`src/rtl/mem_arbiter.sv`:
```
// Byte-serial arbiter sharing one 8-bit RAM port between instruction fetch and load/store.
// Optional round-robin grant between the two requesters is enabled by defining MEM_ARB_RR_EN.
module mem_arbiter #(
    parameter int ADDR_W = 32
) (
    input  logic              clk,
    input  logic              rst,
    input  logic              if_req,
    input  logic [ADDR_W-1:0] if_addr,
    output logic [31:0]       if_data,
    output logic              if_done,
    input  logic              mem_req,
    input  logic              mem_we,
    input  logic [2:0]        mem_len,
    input  logic [ADDR_W-1:0] mem_addr,
    input  logic [31:0]       mem_wdata,
    output logic [31:0]       mem_rdata,
    output logic              mem_done,
    output logic [ADDR_W-1:0] ram_a,
    output logic [7:0]        ram_dout,
    output logic              ram_wr,
    input  logic [7:0]        ram_din,
    output logic              stallreq_if,
    output logic              stallreq_mem
);

    typedef enum logic [1:0] {ST_IDLE, ST_BUSY_IF, ST_BUSY_MEM} state_t;

    state_t            r_state;
    state_t            w_state_next;
    logic [ADDR_W-1:0] r_addr;
    logic [ADDR_W-1:0] r_ram_a;
    logic [31:0]       r_wdata;
    logic [31:0]       r_buf;
    logic [31:0]       r_if_data;
    logic [31:0]       r_mem_rdata;
    logic [7:0]        r_ram_dout;
    logic [2:0]        r_cnt;
    logic [2:0]        r_nbytes;
    logic              r_we;
    logic              r_ram_wr;
    logic              r_if_done;
    logic              r_mem_done;

    logic              w_idle_ok;
    logic              w_pick_mem;
    logic              w_grant_mem;
    logic              w_grant_if;
    logic              w_last_beat;
    logic [2:0]        w_cnt_inc;
    logic [1:0]        w_lane;
    logic [2:0]        w_mem_nbytes;
    logic [31:0]       w_buf_final;

`ifdef MEM_ARB_RR_EN
    logic              r_last_mem;
    // On contention the requester not served last wins.
    assign w_pick_mem = mem_req && (!if_req || !r_last_mem);
`else
    assign w_pick_mem = mem_req;
`endif

    // A done pulse blocks granting, which guarantees one IDLE cycle between accesses.
    assign w_idle_ok    = (r_state == ST_IDLE) && !r_if_done && !r_mem_done;
    assign w_grant_mem  = w_idle_ok && w_pick_mem;
    assign w_grant_if   = w_idle_ok && if_req && !w_pick_mem;
    assign w_mem_nbytes = (mem_len == 3'd1) ? 3'd1 : ((mem_len == 3'd2) ? 3'd2 : 3'd4);
    assign w_cnt_inc    = r_cnt + 3'd1;
    assign w_lane       = 2'(r_cnt - 3'd1);
    // Reads need one extra cycle for the RAM latency on the final byte.
    assign w_last_beat  = r_we ? (r_cnt == r_nbytes - 3'd1) : (r_cnt == r_nbytes);

    always_comb begin
        w_buf_final = r_buf;
        w_buf_final[{w_lane, 3'b000} +: 8] = ram_din;
    end

    always_comb begin
        w_state_next = r_state;
        case (r_state)
            ST_IDLE: begin
                if (w_grant_mem)
                    w_state_next = ST_BUSY_MEM;
                else if (w_grant_if)
                    w_state_next = ST_BUSY_IF;
            end
            ST_BUSY_IF, ST_BUSY_MEM: begin
                if (w_last_beat)
                    w_state_next = ST_IDLE;
            end
            default: w_state_next = ST_IDLE;
        endcase
    end

    always_ff @(posedge clk) begin
        if (rst)
            r_state <= ST_IDLE;
        else
            r_state <= w_state_next;
    end

    always_ff @(posedge clk) begin
        if (rst) begin
            r_addr      <= '0;
            r_ram_a     <= '0;
            r_wdata     <= '0;
            r_buf       <= '0;
            r_if_data   <= '0;
            r_mem_rdata <= '0;
            r_ram_dout  <= '0;
            r_cnt       <= '0;
            r_nbytes    <= '0;
            r_we        <= 1'b0;
            r_ram_wr    <= 1'b0;
            r_if_done   <= 1'b0;
            r_mem_done  <= 1'b0;
`ifdef MEM_ARB_RR_EN
            r_last_mem  <= 1'b0;
`endif
        end else begin
            r_if_done  <= 1'b0;
            r_mem_done <= 1'b0;
            if (w_grant_mem || w_grant_if) begin
                r_addr     <= w_grant_mem ? mem_addr : if_addr;
                r_ram_a    <= w_grant_mem ? mem_addr : if_addr;
                r_we       <= w_grant_mem && mem_we;
                r_ram_wr   <= w_grant_mem && mem_we;
                r_wdata    <= mem_wdata;
                r_ram_dout <= mem_wdata[7:0];
                r_cnt      <= '0;
                r_buf      <= '0;
                r_nbytes   <= w_grant_mem ? w_mem_nbytes : 3'd4;
`ifdef MEM_ARB_RR_EN
                r_last_mem <= w_grant_mem;
`endif
            end else if (r_state != ST_IDLE) begin
                if (!r_we && r_cnt != 3'd0)
                    r_buf[{w_lane, 3'b000} +: 8] <= ram_din;
                if (w_last_beat) begin
                    r_ram_wr <= 1'b0;
                    if (r_state == ST_BUSY_MEM) begin
                        r_mem_done <= 1'b1;
                        if (!r_we)
                            r_mem_rdata <= w_buf_final;
                    end else begin
                        r_if_done <= 1'b1;
                        r_if_data <= w_buf_final;
                    end
                end else begin
                    r_cnt <= w_cnt_inc;
                    // Address stays on the last byte while a read waits for its data.
                    if (w_cnt_inc < r_nbytes) begin
                        r_ram_a    <= r_addr + ADDR_W'(w_cnt_inc);
                        r_ram_dout <= r_wdata[{w_cnt_inc[1:0], 3'b000} +: 8];
                    end
                end
            end
        end
    end

    assign if_data      = r_if_data;
    assign if_done      = r_if_done;
    assign mem_rdata    = r_mem_rdata;
    assign mem_done     = r_mem_done;
    assign ram_a        = r_ram_a;
    assign ram_dout     = r_ram_dout;
    assign ram_wr       = r_ram_wr;
    assign stallreq_if  = if_req && !r_if_done;
    assign stallreq_mem = mem_req && !r_mem_done;

endmodule

```
`config.mk`:
```
export PLATFORM = sky130hd
export DESIGN_NAME = mem_arbiter
export DESIGN_NICKNAME = d
export VERILOG_FILES = /design/src/rtl/mem_arbiter.sv
export SDC_FILE = /design/constraint.sdc
export NUM_CORES = 1
export LEC_CHECK = 0
export CAP_MARGIN = 15
export CORE_MARGIN = 8
export CORE_UTILIZATION = 50
export CTS_CLUSTER_SIZE = 14
export DETAILED_ROUTE_END_ITERATION = 8
export PLACE_DENSITY = 0.8
export SLEW_MARGIN = 20
export SYNTH_ARGS = -nofsm -noshare
export SYNTH_HDL_FRONTEND = slang
export SYNTH_SLANG_ARGS = --single-unit
export TNS_END_PERCENT = 30
```
`constraint.sdc`:
```
create_clock -name clk -period 3.75 [get_ports clk]
set_input_delay 0.9375 -clock clk [delete_from_list [all_inputs] [get_ports clk]]
set_output_delay 0.9375 -clock clk [all_outputs]
set_load 0.05 [all_outputs]
```
==> impl_table.tex <==
\begin{tabular}{lr}
\hline
Metric & Value \\
\hline
\multicolumn{2}{l}{\textbf{Setup path}} \\
\quad Max FO, Critical Path & 16 \\
\quad Critical Path Slowest Stage Cell & sky130\_fd\_sc\_hd\_\_dfxtp\_1 \\
\quad Worst stage delay on the critical path & 0.52 ns \\
\quad Worst setup SP type & flip-flop \\
\quad Critical path required time & 4.14 ns \\
\quad CP Buf/Inv Count & 2 \\
\quad Gate family responsible for the most delay along the worst path & compound AO/OA/AOI/OAI gates \\
\quad Most frequent CP cell & sky130\_fd\_sc\_hd\_\_ha\_1 \\
\quad Capturing element type of the critical path & flip-flop \\
\quad Crit path arrival time & 3.62 ns \\
\quad List of cells traversed by the critical path & inv\_1 -> ha\_1 -> ha\_1 -> a31oi\_4 -> buf\_4 -> a31oi\_1 -> nand2\_1 -> o221a\_2 \\
\quad Category of the most critical setup path & reg2reg \\
\quad Worst reg2reg setup slack & 0.52 ns \\
\multicolumn{2}{l}{\textbf{Route}} \\
\quad Initial drt markers & 827 \\
\quad Via density per instance & 5.86 \\
\quad Pre-Repair DR Iteration Count & 5 \\
\quad Wire per inst & 18.7 um \\
\quad Total via count after detailed routing & 9,100 \\
\quad Wire length reported by the detailed router & 28.9 mm \\
\quad Count of unresolved DRC violations after routing & 0 \\
\quad DRT antenna net count & 0 \\
\multicolumn{2}{l}{\textbf{STA}} \\
\quad Number of endpoints with negative hold slack in the final report & 0 \\
\quad Total negative slack & 0 ns \\
\quad Max Slew Vio Count & 0 \\
\quad Worst hold slack after final layout & around 0.45 ns \\
\quad Post-route setup slack & 0.522 ns \\
\quad Shortest clock period the worst path allows after layout & 3.23 ns \\
\quad Final period util & 0.861 \\
\quad Highest clock frequency the design can meet & 310 MHz \\
\quad Final setup violation count & 0 \\
\quad Remaining max-slew budget at the tightest pin & 0.264 \\
\quad Unrepaired setup endpoints after global routing & false \\
\quad Worst Tran Pin Value & 1.10 ns \\
\quad Final setup skew & between 0.01 and 0.015 ns \\
\multicolumn{2}{l}{\textbf{Finish}} \\
\quad Antenna diode instance count & 0 \\
\quad Post-synthesis to final-layout area growth & 32.7\% \\
\quad Most frequent cells in the layout & sky130\_fd\_sc\_hd\_\_clkdlybuf4s50\_1 (217), sky130\_fd\_sc\_hd\_\_dfxtp\_1 (212), sky130\_fd\_sc\_hd\_\_nor2\_1 (125) \\
\quad Fin nets & around 1,400 \\
\quad Share of post-route cells with drive strength above 1 & 0.0925 \\
\quad Share of the core filled with cells in the final layout & 0.669 \\
\quad Most frequent standard cell in the layout excluding fill and tap cells & sky130\_fd\_sc\_hd\_\_clkdlybuf4s50\_1 \\
\multicolumn{2}{l}{\textbf{Clock tree}} \\
\quad Post-CTS setup-driven buffer insertion count & 0 \\
\quad Worst-skew pair later-pin latency & 0.50 ns \\
\quad Number of clock buffers inserted by TritonCTS & 23 \\
\quad Number of gates given a new drive strength after cts & 0 \\
\quad Number of buffers inserted by hold repair at cts & 0 \\
\quad CTS clk-pin slew, worst paths & about 0.06 ns \\
\quad Clock tree from TritonCTS & done \\
\quad CTS Sinks & 212 \\
\quad Root Buffer & sky130\_fd\_sc\_hd\_\_clkbuf\_16 \\
\quad Total number of H-tree levels & 1 \\
\quad Buffer depth of the longest clock path & 3 \\
\multicolumn{2}{l}{\textbf{Placed design}} \\
\quad Worst-case setup slack after placement & $\sim$0.47 ns \\
\quad RePlAce Congestion & a little under 0.9 \\
\quad Detail Placement HPWL & between 20 and 25 mm \\
\quad Number of port buffers & 220 \\
\multicolumn{2}{l}{\textbf{Outcome}} \\
\quad Run status & finished clean \\
\multicolumn{2}{l}{\textbf{Synth}} \\
\quad Fraction of the yosys area taken by sequential cells & 0.437 \\
\quad Dominant synthesized flop cell & sky130\_fd\_sc\_hd\_\_dfxtp\_1 \\
\quad Cell area after synthesis & 0.00971 mm2 \\
\quad Post-synthesis async set-or-reset flop share & 0 \\
\quad Gate count of the mapped netlist & 1,102 \\
\quad Syn avg cell area & 8.81 um2 \\
\quad Number of enable flip-flop cells after synthesis & 0 \\
\quad Number of nets in the synthesized netlist & 1,229 \\
\quad Number of warnings issued by yosys & 0 \\
\quad Post-synthesis sequential element count & 212 \\
\quad Number of distinct standard cells referenced by the synthesized netlist & 66 \\
\multicolumn{2}{l}{\textbf{Power and ir drop}} \\
\quad Pwr Total & 11,600 uW \\
\quad Largest vdd supply drop & about 570 uV \\
\quad PwrDens & 901 mW/mm2 \\
\quad Leakage component of the power & between 0.004 and 0.005 uW \\
\multicolumn{2}{l}{\textbf{Die}} \\
\quad Starting Density & 0.504 \\
\quad Die boundary width & 155 um \\
\quad Number of placement rows & 51 \\
\quad Die Area & approximately 0.024 mm2 \\
\quad Die boundary height & about 160 um \\
\quad Core Region & 0.0193 mm2 \\
\quad Top-level I/O count & 221 \\
\multicolumn{2}{l}{\textbf{GRT}} \\
\quad Global route overflow & 0 \\
\quad Wire length of the first global-routing pass & 45.8 mm \\
\quad Overall fraction of global-route tracks in use & 0.229 \\
\quad Number of global-route vias before repair & 8,634 \\
\quad Pin count of the biggest net entering global routing & 90 \\
\quad Antenna violations before repair & 0 \\
\multicolumn{2}{l}{\textbf{Flow run}} \\
\quad Max Cap Violations & 0 \\
\multicolumn{2}{l}{\textbf{Hold path}} \\
\quad Hold crit path type & reg2reg \\
\hline
\end{tabular}
[area by class of cell]
class                   instances  area, um2
repair buffers                244       2420
multi-input cells             775       5020
clock inverters                10        153
flip-flops and latches        212       4240
inverters                      16       60.1
well taps                     265        332
fillers                      1630       6380
clock buffers                  30        652
[flip-flops by register name (all words and copies together), names as in the netlist]
| register | cells |
|---|---|
| if_data | 32 |
| mem_rdata | 32 |
| r_addr | 32 |
| r_buf | 32 |
| r_wdata | 32 |
| ram_a | 32 |
| ram_dout | 8 |
| r_cnt | 3 |
| r_nbytes | 3 |
| r_state | 2 |
| if_done | 1 |
| mem_done | 1 |
| r_we | 1 |
| ram_wr | 1 |
[stage by stage]
step	cells	instance area (um2)
2_1_floorplan	1102	9710
3_3_place_gp	1512	12100
3_5_place_dp	1512	12100
4_1_cts	1552	12900
5_1_grt	1552	12900
6_report	1552	12900
[cell usage after synthesis, types with 7 or more instances]
| library cell | count | area share |
|---|---|---|
| sky130_fd_sc_hd__nor2_1 | 125 | 0.048 |
| sky130_fd_sc_hd__buf_2 | 11 | 0.0057 |
| sky130_fd_sc_hd__nor2b_1 | 35 | 0.023 |
| sky130_fd_sc_hd__o221ai_1 | 28 | 0.025 |
| sky130_fd_sc_hd__nor4_1 | 9 | 0.0058 |
| sky130_fd_sc_hd__a311oi_1 | 9 | 0.0081 |
| sky130_fd_sc_hd__buf_1 | 17 | 0.0066 |
| sky130_fd_sc_hd__a31oi_1 | 7 | 0.0045 |
| sky130_fd_sc_hd__o211a_1 | 7 | 0.0072 |
| sky130_fd_sc_hd__inv_1 | 15 | 0.0058 |
| sky130_fd_sc_hd__a211oi_1 | 88 | 0.068 |
| sky130_fd_sc_hd__nand3_1 | 28 | 0.014 |
| sky130_fd_sc_hd__nand2_1 | 114 | 0.044 |
| sky130_fd_sc_hd__nor3_1 | 13 | 0.0067 |
| sky130_fd_sc_hd__mux4_2 | 8 | 0.019 |
| sky130_fd_sc_hd__clkbuf_1 | 62 | 0.024 |
| sky130_fd_sc_hd__xnor2_1 | 13 | 0.012 |
| sky130_fd_sc_hd__ha_1 | 14 | 0.018 |
| sky130_fd_sc_hd__dfxtp_1 | 212 | 0.44 |
| sky130_fd_sc_hd__a211oi_2 | 28 | 0.036 |
| sky130_fd_sc_hd__a21oi_1 | 102 | 0.053 |
| sky130_fd_sc_hd__nand4_1 | 11 | 0.0071 |
| sky130_fd_sc_hd__o21ai_0 | 21 | 0.011 |
| sky130_fd_sc_hd__o2111ai_1 | 7 | 0.0063 |
| sky130_fd_sc_hd__xor2_1 | 9 | 0.0081 |
[logic make-up after synthesis]
family	synth area share
compound gates	0.267
xor+xnor	0.0222
flops	0.437
buf+inv	0.0505
fa+ha+maj	0.0201
mux	0.0259
simple gates	0.178
[path summary, 6_finish.rpt]
check / from / cells past startpoint / end
min: r_wdata[21] / 2 / r_wdata[21]
min reg2reg: r_wdata[21] / 2 / r_wdata[21]
max: r_cnt[0] / 8 / ram_a[26]
max reg2reg: r_cnt[0] / 8 / ram_a[26]
[worst register-to-register path, delay by kind of cell (launching register included)]
kind / cells / cell delay [ns]
and+or+nand+nor: 1 / 0.47
AOI/OAI and AO/OA: 3 / 0.90
adders and majority gates: 2 / 0.85
DFF: 1 / 0.52
buffers and inverters: 2 / 0.40
[power by group]
| part | total, uW | switching, uW | leakage, uW | internal [uW] |
|---|---|---|---|---|
| sequential | 3420 | 495 | 0.00174 | 2920 |
| combinational | 5810 | 3820 | 0.00228 | 1990 |
| clock | 2390 | 894 | 0.000398 | 1490 |
| total | 11600 | 5210 | 0.00442 | 6400 |
[routing by layer]
| metal | GRT usage | routed length, um |
|---|---|---|
| met5 | 0 | 0 |
| met4 | 0.0781 | 816 |
| met3 | 0.0516 | 2430 |
| met2 | 0.358 | 13300 |
| met1 | 0.307 | 12500 |
Power figures use the tool's default switching activity.
